`src/rtl/ctrl_pkg.sv`:
```
// rtl/ctrl_pkg.sv - state, opcode and control-word definitions for the multicycle LEGv8 controller
package ctrl_pkg;

  typedef enum logic [3:0] {
    FETCH, DECODE, MEMADR, MEMRD, LDWB, MEMWR, EXEC, RWB, BRANCH
  } state_t;

  localparam logic [10:0] OP_LDUR = 11'b111_1100_0010;
  localparam logic [10:0] OP_STUR = 11'b111_1100_0000;
  localparam logic [7:0]  OP_CBZ8 = 8'b1011_0100;
  localparam logic [10:0] OP_ADD  = 11'b100_0101_1000;
  localparam logic [10:0] OP_SUB  = 11'b110_0101_1000;
  localparam logic [10:0] OP_AND  = 11'b100_0101_0000;
  localparam logic [10:0] OP_ORR  = 11'b101_0101_0000;

  localparam logic [1:0] SRCB_REG  = 2'b00;
  localparam logic [1:0] SRCB_FOUR = 2'b01;
  localparam logic [1:0] SRCB_IMM  = 2'b10;
  localparam logic [1:0] SRCB_IMM4 = 2'b11;

  localparam logic [1:0] ALUOP_ADD   = 2'b00;
  localparam logic [1:0] ALUOP_PASSB = 2'b01;
  localparam logic [1:0] ALUOP_FUNCT = 2'b10;

  typedef struct packed {
    logic       alu_src_a;
    logic [1:0] alu_src_b;
    logic [1:0] alu_op;
    logic       mem_read;
    logic       mem_write;
    logic       iord;
    logic       mem_to_reg;
    logic       reg_write;
    logic       pc_write_cond;
    logic       pc_src;
    logic       fetch;
  } ctrl_t;

  // Moore control word for each state; fetch marks where IRWrite/PCWrite follow mem_ready.
  function automatic ctrl_t ctrl_of(state_t s);
    ctrl_t c = '0;
    case (s)
      FETCH:  begin c.mem_read = 1'b1; c.alu_src_b = SRCB_FOUR; c.alu_op = ALUOP_ADD; c.fetch = 1'b1; end
      DECODE: begin c.alu_src_b = SRCB_IMM4; c.alu_op = ALUOP_ADD; end
      MEMADR: begin c.alu_src_a = 1'b1; c.alu_src_b = SRCB_IMM; c.alu_op = ALUOP_ADD; end
      MEMRD:  begin c.mem_read = 1'b1; c.iord = 1'b1; end
      LDWB:   begin c.reg_write = 1'b1; c.mem_to_reg = 1'b1; end
      MEMWR:  begin c.mem_write = 1'b1; c.iord = 1'b1; end
      EXEC:   begin c.alu_src_a = 1'b1; c.alu_src_b = SRCB_REG; c.alu_op = ALUOP_FUNCT; end
      RWB:    c.reg_write = 1'b1;
      BRANCH: begin
        c.alu_src_a = 1'b1; c.alu_src_b = SRCB_REG; c.alu_op = ALUOP_PASSB;
        c.pc_write_cond = 1'b1; c.pc_src = 1'b1;
      end
      default: c = '0;
    endcase
    return c;
  endfunction

endpackage

```
`src/rtl/multicycle_ctrl_if.sv`:
```
// rtl/multicycle_ctrl_if.sv - opcode/handshake inputs and datapath controls of the multicycle controller
interface multicycle_ctrl_if #(parameter int CNT_W = 32);
  logic [10:0]      Op;
  logic             mem_ready;
  logic             Reg2Loc;
  logic             ALUSrcA;
  logic [1:0]       ALUSrcB;
  logic [1:0]       ALUOp;
  logic             MemRead;
  logic             MemWrite;
  logic             IorD;
  logic             IRWrite;
  logic             MemtoReg;
  logic             RegWrite;
  logic             PCWrite;
  logic             PCWriteCond;
  logic             PCSrc;
  logic             illegal;
  logic             instr_done;
  logic [CNT_W-1:0] instr_count;

  modport master (
    input  Op, mem_ready,
    output Reg2Loc, ALUSrcA, ALUSrcB, ALUOp, MemRead, MemWrite, IorD, IRWrite,
           MemtoReg, RegWrite, PCWrite, PCWriteCond, PCSrc, illegal, instr_done, instr_count
  );

  modport slave (
    output Op, mem_ready,
    input  Reg2Loc, ALUSrcA, ALUSrcB, ALUOp, MemRead, MemWrite, IorD, IRWrite,
           MemtoReg, RegWrite, PCWrite, PCWriteCond, PCSrc, illegal, instr_done, instr_count
  );
endinterface

```
`src/rtl/opclass_dec.sv`:
```
// rtl/opclass_dec.sv - classifies an 11-bit LEGv8 opcode into the supported instruction groups
module opclass_dec
  import ctrl_pkg::*;
(
  input  logic [10:0] op,
  output logic        is_ldur,
  output logic        is_stur,
  output logic        is_cbz,
  output logic        is_rtype,
  output logic        is_illegal
);
  assign is_ldur    = (op == OP_LDUR);
  assign is_stur    = (op == OP_STUR);
  assign is_cbz     = (op[10:3] == OP_CBZ8);
  assign is_rtype   = (op == OP_ADD) || (op == OP_SUB) || (op == OP_AND) || (op == OP_ORR);
  assign is_illegal = !(is_ldur || is_stur || is_cbz || is_rtype);
endmodule

```
`src/rtl/multicycle_ctrl.sv`:
```
// rtl/multicycle_ctrl.sv - multicycle LEGv8 control FSM with memory stall handshake and retire counter
module multicycle_ctrl
  import ctrl_pkg::*;
#(
  parameter int CNT_W = 32
) (
  input logic              clk,
  input logic              reset,
  multicycle_ctrl_if.master bus
);
  state_t           state, nxt;
  ctrl_t            ctrl_q;
  logic [CNT_W-1:0] count;
  logic             is_ldur, is_stur, is_cbz, is_rtype, is_illegal;
  logic             retire;

  opclass_dec u_dec (
    .op        (bus.Op),
    .is_ldur   (is_ldur),
    .is_stur   (is_stur),
    .is_cbz    (is_cbz),
    .is_rtype  (is_rtype),
    .is_illegal(is_illegal)
  );

  always_comb begin
    nxt = state;
    case (state)
      FETCH:  if (bus.mem_ready) nxt = DECODE;
      DECODE: begin
        if (is_ldur || is_stur) nxt = MEMADR;
        else if (is_rtype)      nxt = EXEC;
        else if (is_cbz)        nxt = BRANCH;
        else                    nxt = FETCH;
      end
      MEMADR: nxt = is_ldur ? MEMRD : MEMWR;
      MEMRD:  if (bus.mem_ready) nxt = LDWB;
      MEMWR:  if (bus.mem_ready) nxt = FETCH;
      EXEC:   nxt = RWB;
      LDWB, RWB, BRANCH: nxt = FETCH;
      default: nxt = FETCH;
    endcase
  end

  assign retire = !reset && ((state inside {LDWB, RWB, BRANCH}) || (state == MEMWR && bus.mem_ready));

  // The control word is registered alongside the state so outputs come straight from flops.
  always_ff @(posedge clk) begin
    if (reset) begin
      state  <= FETCH;
      ctrl_q <= ctrl_of(FETCH);
      count  <= '0;
    end else begin
      state  <= nxt;
      ctrl_q <= ctrl_of(nxt);
      if (retire) count <= count + CNT_W'(1);
    end
  end

  assign bus.Reg2Loc     = !reset && (is_stur || is_cbz);
  assign bus.ALUSrcA     = !reset && ctrl_q.alu_src_a;
  assign bus.ALUSrcB     = reset ? 2'b00 : ctrl_q.alu_src_b;
  assign bus.ALUOp       = reset ? 2'b00 : ctrl_q.alu_op;
  assign bus.MemRead     = !reset && ctrl_q.mem_read;
  assign bus.MemWrite    = !reset && ctrl_q.mem_write;
  assign bus.IorD        = !reset && ctrl_q.iord;
  assign bus.IRWrite     = !reset && ctrl_q.fetch && bus.mem_ready;
  assign bus.PCWrite     = !reset && ctrl_q.fetch && bus.mem_ready;
  assign bus.MemtoReg    = !reset && ctrl_q.mem_to_reg;
  assign bus.RegWrite    = !reset && ctrl_q.reg_write;
  assign bus.PCWriteCond = !reset && ctrl_q.pc_write_cond;
  assign bus.PCSrc       = !reset && ctrl_q.pc_src;
  assign bus.illegal     = !reset && (state == DECODE) && is_illegal;
  assign bus.instr_done  = retire;
  assign bus.instr_count = reset ? '0 : count;
endmodule

```
`src/flat_wrapper.sv`:
```
// flat-port wrapper written by rule: the top's interface ports become plain ports
module multicycle_ctrl_flat import ctrl_pkg::*;
#(
  parameter int CNT_W = 32
)
  (clk, reset, bus_Op, bus_mem_ready, bus_Reg2Loc, bus_ALUSrcA, bus_ALUSrcB, bus_ALUOp, bus_MemRead, bus_MemWrite, bus_IorD, bus_IRWrite, bus_MemtoReg, bus_RegWrite, bus_PCWrite, bus_PCWriteCond, bus_PCSrc, bus_illegal, bus_instr_done, bus_instr_count);
  multicycle_ctrl_if #(.CNT_W(CNT_W)) bus_i ();
  input logic clk;
  input logic reset;
  input wire logic [$bits(bus_i.Op)-1:0] bus_Op;
  input wire logic [$bits(bus_i.mem_ready)-1:0] bus_mem_ready;
  output wire logic [$bits(bus_i.Reg2Loc)-1:0] bus_Reg2Loc;
  output wire logic [$bits(bus_i.ALUSrcA)-1:0] bus_ALUSrcA;
  output wire logic [$bits(bus_i.ALUSrcB)-1:0] bus_ALUSrcB;
  output wire logic [$bits(bus_i.ALUOp)-1:0] bus_ALUOp;
  output wire logic [$bits(bus_i.MemRead)-1:0] bus_MemRead;
  output wire logic [$bits(bus_i.MemWrite)-1:0] bus_MemWrite;
  output wire logic [$bits(bus_i.IorD)-1:0] bus_IorD;
  output wire logic [$bits(bus_i.IRWrite)-1:0] bus_IRWrite;
  output wire logic [$bits(bus_i.MemtoReg)-1:0] bus_MemtoReg;
  output wire logic [$bits(bus_i.RegWrite)-1:0] bus_RegWrite;
  output wire logic [$bits(bus_i.PCWrite)-1:0] bus_PCWrite;
  output wire logic [$bits(bus_i.PCWriteCond)-1:0] bus_PCWriteCond;
  output wire logic [$bits(bus_i.PCSrc)-1:0] bus_PCSrc;
  output wire logic [$bits(bus_i.illegal)-1:0] bus_illegal;
  output wire logic [$bits(bus_i.instr_done)-1:0] bus_instr_done;
  output wire logic [$bits(bus_i.instr_count)-1:0] bus_instr_count;
  assign bus_i.Op = bus_Op;
  assign bus_i.mem_ready = bus_mem_ready;
  assign bus_Reg2Loc = bus_i.Reg2Loc;
  assign bus_ALUSrcA = bus_i.ALUSrcA;
  assign bus_ALUSrcB = bus_i.ALUSrcB;
  assign bus_ALUOp = bus_i.ALUOp;
  assign bus_MemRead = bus_i.MemRead;
  assign bus_MemWrite = bus_i.MemWrite;
  assign bus_IorD = bus_i.IorD;
  assign bus_IRWrite = bus_i.IRWrite;
  assign bus_MemtoReg = bus_i.MemtoReg;
  assign bus_RegWrite = bus_i.RegWrite;
  assign bus_PCWrite = bus_i.PCWrite;
  assign bus_PCWriteCond = bus_i.PCWriteCond;
  assign bus_PCSrc = bus_i.PCSrc;
  assign bus_illegal = bus_i.illegal;
  assign bus_instr_done = bus_i.instr_done;
  assign bus_instr_count = bus_i.instr_count;
  multicycle_ctrl #(.CNT_W(CNT_W)) u_core (.clk(clk), .reset(reset), .bus(bus_i));
endmodule
```
`config.mk`:
```
export PLATFORM = sky130hd
export DESIGN_NAME = multicycle_ctrl_flat
export DESIGN_NICKNAME = d
export VERILOG_FILES = /design/src/rtl/ctrl_pkg.sv /design/src/rtl/multicycle_ctrl_if.sv /design/src/rtl/opclass_dec.sv /design/src/rtl/multicycle_ctrl.sv /design/src/flat_wrapper.sv
export SDC_FILE = /design/constraint.sdc
export NUM_CORES = 1
export LEC_CHECK = 0
export BUFFER_PORTS_ARGS = -buffer_cell sky130_fd_sc_hd__buf_2
export CAP_MARGIN = 10
export CORE_MARGIN = 4
export CORE_UTILIZATION = 40
export DETAILED_ROUTE_END_ITERATION = 7
export MAX_ROUTING_LAYER = met4
export SKIP_LAST_GASP = 1
export SYNTH_ARGS = -nofsm -noshare
export SYNTH_HDL_FRONTEND = slang
export SYNTH_SLANG_ARGS = --single-unit
export TNS_END_PERCENT = 1
```
`constraint.sdc`:
```
create_clock -name clk -period 3.04 [get_ports clk]
set_input_delay 0.152 -clock clk [delete_from_list [all_inputs] [get_ports clk]]
set_output_delay 0.152 -clock clk [all_outputs]
set_load 0.01 [all_outputs]
```
==> flow_metrics.tcl, run 1 <==
set metrics [dict create \
    status "completed" \
    seq_area_sq_um 960.9 \
    worst_slack_ps 747.5 \
    finalPower_mw 1.124 \
    io_buffers 62 \
    multi_input_area_sq_um 1535 \
    place_inst 435 \
    dr.pass1.iters 4 \
    overflow 0 \
    placed_area_sq_um 2940 \
    synthArstFlopShare_pct 0 \
    tritoncts "done" \
    die_area_sq_um 7909 \
    final_cells 441 \
    cts_buffer_depth 2 \
    routed_wirelength_um 5523 \
    worst_slew_pin_slew_ps 785.3 \
    drt_iter0_drc 73 \
    grt_use_total_pct 14.83 \
    synth-xor-area-share_pct 8.691 \
    die_y_um 88.93 \
    synthAdderAreaFrac_pct 0.4776 \
    cts_root_buffer "clkbuf_8" \
    cts_made_buffers 5 \
    synthMuxAreaShare_pct 0.8596 \
    post-cts-setup-buffers 0 \
    worst-setup-path-type "register to register" \
    rows 29 \
    grt_setup_unrepaired "no" \
    period_share_pct 75.41 \
    finalMaxSlewViolations 0 \
    htree_levels 2 \
    p_seq_share_pct 56.5 \
    hold_path_class "primary input to register" \
    p_int_mw 0.8890 \
    clock-sinks 48 \
    leakage_nw 1.163 \
    hold_buffers 0 \
    p_clk_share_pct 38.4 \
    vias 2283 \
    vias_per_cell 5.177 \
    wl_per_cell_um 12.52 \
    areaGrowthSynthToFinish_pct 16.00 \
    syn-cell-area_sq_um 2620 \
    worstSetupStartpointType "register" \
    final_util_pct 47.86 \
    drcViolationCount 0 \
    ys_ff_latch 48 \
    die_w_um 88.93 \
    arrival_ps 2510 \
    gp_congestion 0.8497 \
    mostFrequentLayoutCell "buf_2" \
    nets 380 \
    reg2reg_slack_ps 750 \
    p_per_area_nw_per_um2 369.8 \
    cp-end-kind "register" \
    core_sq_um 6350 \
    hpwlAfterDp_um 3894 \
    report.final.setup_viol 0 \
    yosysUniqueCellTypes 52 \
    clkTransAtPathRegs_ps 80 \
    p_sw_mw 0.2347 \
    grt_max_degree 85 \
    finalCriticalPeriod_ps 2292 \
    post_cts_resized 0 \
    worstSkewPairLatency_ps 290 \
    tns_ps 0 \
    final_area_sq_um 3039 \
    synth_compound_area_share_pct 7.689 \
    max_freq_ghz 0.4362 \
    ys_seq_area_share_pct 36.68 \
    timing.hold.ws_ps 207.7 \
    grt_pass1_vias 2073 \
    synth_fp_nets 330 \
    crit_required_ps 3250 \
    io-pin-count 63 \
    synthSimpleGateAreaFrac_pct 40.88 \
    p_sw_share_pct 20.89 \
    initial_core_util_pct 41.26 \
    timing.max_cap.violations 0 \
    p_comb_share_pct 5.1 \
    synth-main-ff-cell "dfxtp_1" \
    finClkSkew_ps 9.925 \
    critPathMaxFanout 13 \
    layout_common_cells "buf_2, nor2b_1, dfxtp_1" \
    relSlewSlack_pct 47.65 \
    synth_top_family_by_area "simple AND/OR/NAND/NOR gates" \
    pre_cts_slack_ps 767.5 \
    grt_pass1_wl_um 9225 \
    synth_cells 315 \
    avgSynthCellArea_sq_um 8.318 \
    hold_viol_final 0 \
    antenna_found_initial 0 \
    diodes 0 \
    ys_warn_count 0 \
    drive_above_1_share_pct 21.15 \
    ir_drop_mv 0.1742 \
    final_antenna_net_count 0 \
    n_fill_cell 648 \
    synth_edf_count 0 \
]
## path summary, 6_finish.rpt
kind / from / endpoint / cells past startpoint
max: u_core.state[2]$_SDFF_PP0_ / u_core.count[27]$_SDFFE_PP0P_ / 5
min: bus_Op[8] / u_core.ctrl_q[9]$_SDFF_PP0_ / 4
max reg2reg: u_core.state[2]$_SDFF_PP0_ / u_core.count[27]$_SDFFE_PP0P_ / 5
min reg2reg: u_core.count[29]$_SDFFE_PP0P_ / u_core.count[29]$_SDFFE_PP0P_ / 2
## routing by layer
| layer | share of wire (%) | wire length (um) | vias up | track usage, % |
|---|---|---|---|---|
| met5 | 0 | 0 | - | - |
| li1 | - | - | 1197 | - |
| met1 | 52 | 2857 | 1026 | 19.94 |
| met3 | 5.3 | 290 | 2 | 3.318 |
| met4 | 0.58 | 32 | 0 | 3.383 |
| met2 | 42 | 2342 | 58 | 22.87 |
## cell families after synthesis
| group | after synthesis |
|---|---|
| compound gates | 31 |
| xor+xnor | 26 |
| fa+ha+maj | 1 |
| buf+inv | 26 |
| flops | 48 |
| mux | 2 |
| simple gates | 181 |
## worst max-delay path, cell delays in order, from the launching register on
cell and delay, ps:
dfxtp_1 570, xnor2_1 120, o311a_1 460, or3b_4 510, or4_1 410, a21oi_1 150
## sequential cells by signal, summed over array words and instances (netlist names)
name	count
u_core.count	32
u_core.ctrl_q	12
u_core.state	4
## synth_stat cells (all sizes together), types with 2 or more instances
cell type	n	share of area (%)
or4	4	1.1
nor4	9	2.1
a31oi	2	0.48
or4b	2	0.76
nor2b	49	12
o31ai	2	0.57
and3	4	0.95
nor2	36	5.2
or2b	2	0.57
nor4bb	2	0.76
clkbuf	14	2.0
inv	4	0.57
a2111oi	2	0.91
buf	8	2.1
or3b	2	0.76
nand4	8	1.9
nand4b	3	1.0
nor3	8	1.5
mux2	2	0.86
and4	5	1.7
nand3	8	1.5
nand3b	3	0.86
a21oi	10	1.9
nand4bb	2	0.86
xnor2	23	7.7
nand2b	4	0.95
or3	4	0.95
dfxtp	48	37
nor4b	6	2.0
xor2	3	1.0
nand2	16	2.3
o21ai	7	1.3
## cell type report
cell class                 instances  area share (%)
clock buffer                       5           2.264
clock inverter                     1          0.9881
sequential                        48           31.62
tap                               77           3.170
multi-input combinational        241           50.51
timing repair buffer              65           10.95
inverter                           4          0.4940
## power by group through the flow
stage | Clock, mW | Sequential [mW] | Combinational [mW]
6_report | 0.431 | 0.635 | 0.0579
2_1_floorplan | 0 | 0.648 | 0.0392
3_5_place_dp | 0 | 0.650 | 0.0584
3_3_place_gp | 0 | 0.650 | 0.0585
5_1_grt | 0.478 | 0.635 | 0.0652
4_1_cts | 0.451 | 0.635 | 0.0585
Note: power is estimated with default switching activity, not from simulation.
==> run 2, diff against run 1 <==
clock period = 2.14 ns   (was 3.04 ns; I/O delays follow)
==> run 2 against run 1 <==
  * Setup slack lost 590 ps
  * Flip-flop and latch count did not move
  * Core utilization grew 1.7 points
  * Die area unchanged
  * Combinational power is 51% higher
  * Register-to-register slack worse by 590 ps
  * Clock power is 30% higher
  * Cell count rose by 3.9%
==> flow_metrics.tcl, run 2 (synthesis results as in run 1) <==
set metrics [dict create \
    wl_per_cell_um 12.29 \
    routed_wirelength_um 5631 \
    io_buffers 62 \
    layout_common_cells "buf_2, nor2b_1, dfxtp_1" \
    largest_registers "u_core.count: 32 flops, u_core.ctrl_q: 12 flops, u_core.state: 4 flops" \
    final_antenna_net_count 0 \
    highest_layer "met4" \
    placed_area_sq_um 3053 \
    grt_use_total_pct 15.24 \
    reg2reg_slack_ps 160 \
    grt_pass1_vias 2140 \
    finalMaxSlewViolations 0 \
    wl_met3_um 287 \
    p_per_area_nw_per_um2 492.2 \
    post-cts-setup-buffers 0 \
    place_inst 450 \
    finalPower_mw 1.549 \
    vias 2354 \
    areaGrowthSynthToFinish_pct 20.11 \
    final_util_pct 49.56 \
    post_cts_resized 0 \
    die_y_um 88.93 \
    tns_ps 0 \
    cts_buffer_depth 2 \
    critPathMaxFanout 11 \
    multi_input_area_sq_um 1535 \
    core_sq_um 6350 \
    hold_buffers 0 \
    hpwlAfterDp_um 4022 \
    mostFrequentLayoutCell "buf_2" \
    met2WireLength_um 2390 \
    crit_required_ps 2360 \
    hold_viol_final 0 \
    p_int_mw 1.193 \
    worst_slew_pin_slew_ps 777.8 \
    die_w_um 88.93 \
    grt_setup_unrepaired "no" \
    cts_made_buffers 5 \
    final_cells 458 \
    tritoncts "done" \
    finClkSkew_ps 5.978 \
    worst-setup-path-type "register to register" \
    largest_register "u_core.count" \
    initial_core_util_pct 41.26 \
    status "completed" \
    antenna_found_initial 0 \
    cts_root_buffer "clkbuf_8" \
    cp-end-kind "register" \
    worstSkewPairLatency_ps 300 \
    io-pin-count 63 \
    vias_per_cell 5.140 \
    final_area_sq_um 3147 \
    p_seq_share_pct 58.1 \
    diodes 0 \
    timing.hold.ws_ps 206.8 \
    grt_pass1_wl_um 9528 \
    gp_congestion 0.8058 \
    drt-met1-wl_um 2913 \
    die_area_sq_um 7909 \
    drt_iter0_drc 89 \
    largest_reg_flops 32 \
    drive_above_1_share_pct 24.41 \
    rows 29 \
    report.final.setup_viol 0 \
    period_share_pct 92.74 \
    ir_drop_mv 0.2800 \
    drcViolationCount 0 \
    finalCriticalPeriod_ps 1985 \
    n_fill_cell 643 \
    htree_levels 2 \
    relSlewSlack_pct 48.15 \
    p_sw_mw 0.3557 \
    max_freq_ghz 0.5039 \
    nets 395 \
    worst_slack_ps 155.4 \
    p_sw_share_pct 22.96 \
    clkTransAtPathRegs_ps 90 \
    p_clk_share_pct 36.3 \
    clock-sinks 48 \
    grt_max_degree 85 \
    arrival_ps 2200 \
    worstSetupStartpointType "register" \
    overflow 0 \
    seq_area_sq_um 960.9 \
    timing.max_cap.violations 0 \
    p_comb_share_pct 5.7 \
    pre_cts_slack_ps 20.72 \
    hold_path_class "primary input to register" \
    leakage_nw 1.236 \
    dr.pass1.iters 4 \
]
[run 2: changes by cell type in the layout (fill, tap and decap cells not counted), sizes merged]
cell,previous run,this run
buf,65,80
bufinv,1,0
clkbuf,5,7
clkinvlp,0,1
[run 2: final timing paths]
check	from	end	cells past startpoint
setup / recovery	u_core.count[3]$_SDFFE_PP0P_	u_core.count[27]$_SDFFE_PP0P_	5
hold / removal	bus_mem_ready	u_core.ctrl_q[11]$_SDFF_PP0_	3
setup reg to reg	u_core.count[3]$_SDFFE_PP0P_	u_core.count[27]$_SDFFE_PP0P_	5
hold reg to reg	u_core.count[29]$_SDFFE_PP0P_	u_core.count[29]$_SDFFE_PP0P_	2
[run 2: per-layer routing]
metal	vias up	global-route usage, %
met3	4	2.857
met4	0	4.060
met5	-	-
li1	1228	-
met2	53	23.14
met1	1069	20.88
[run 2: layout make-up]
type | count | area share [%]
Clock buffer | 7 | 2.744
Multi-Input combinational cell | 241 | 48.79
Sequential cell | 48 | 30.54
Tap cell | 77 | 3.062
Timing Repair Buffer | 80 | 14.16
Clock inverter | 1 | 0.2386
Inverter | 4 | 0.4771
[run 2: worst max-delay path, stage by stage, from the launching register on]
cell and delay (ps):
dfxtp_1 410, and4_1 280, and3_1 190, or3b_4 440, or4_1 420, a21oi_1 160
[run 2: power by group through the flow]
stage | Combinational, mW | Sequential [mW] | Clock, mW
after detailed placement | 0.0886 | 0.921 | 0
after floorplan | 0.0557 | 0.920 | 0
final | 0.0877 | 0.899 | 0.562
after CTS | 0.0889 | 0.900 | 0.583
after global routing | 0.0991 | 0.900 | 0.613
after global placement | 0.0883 | 0.920 | 0
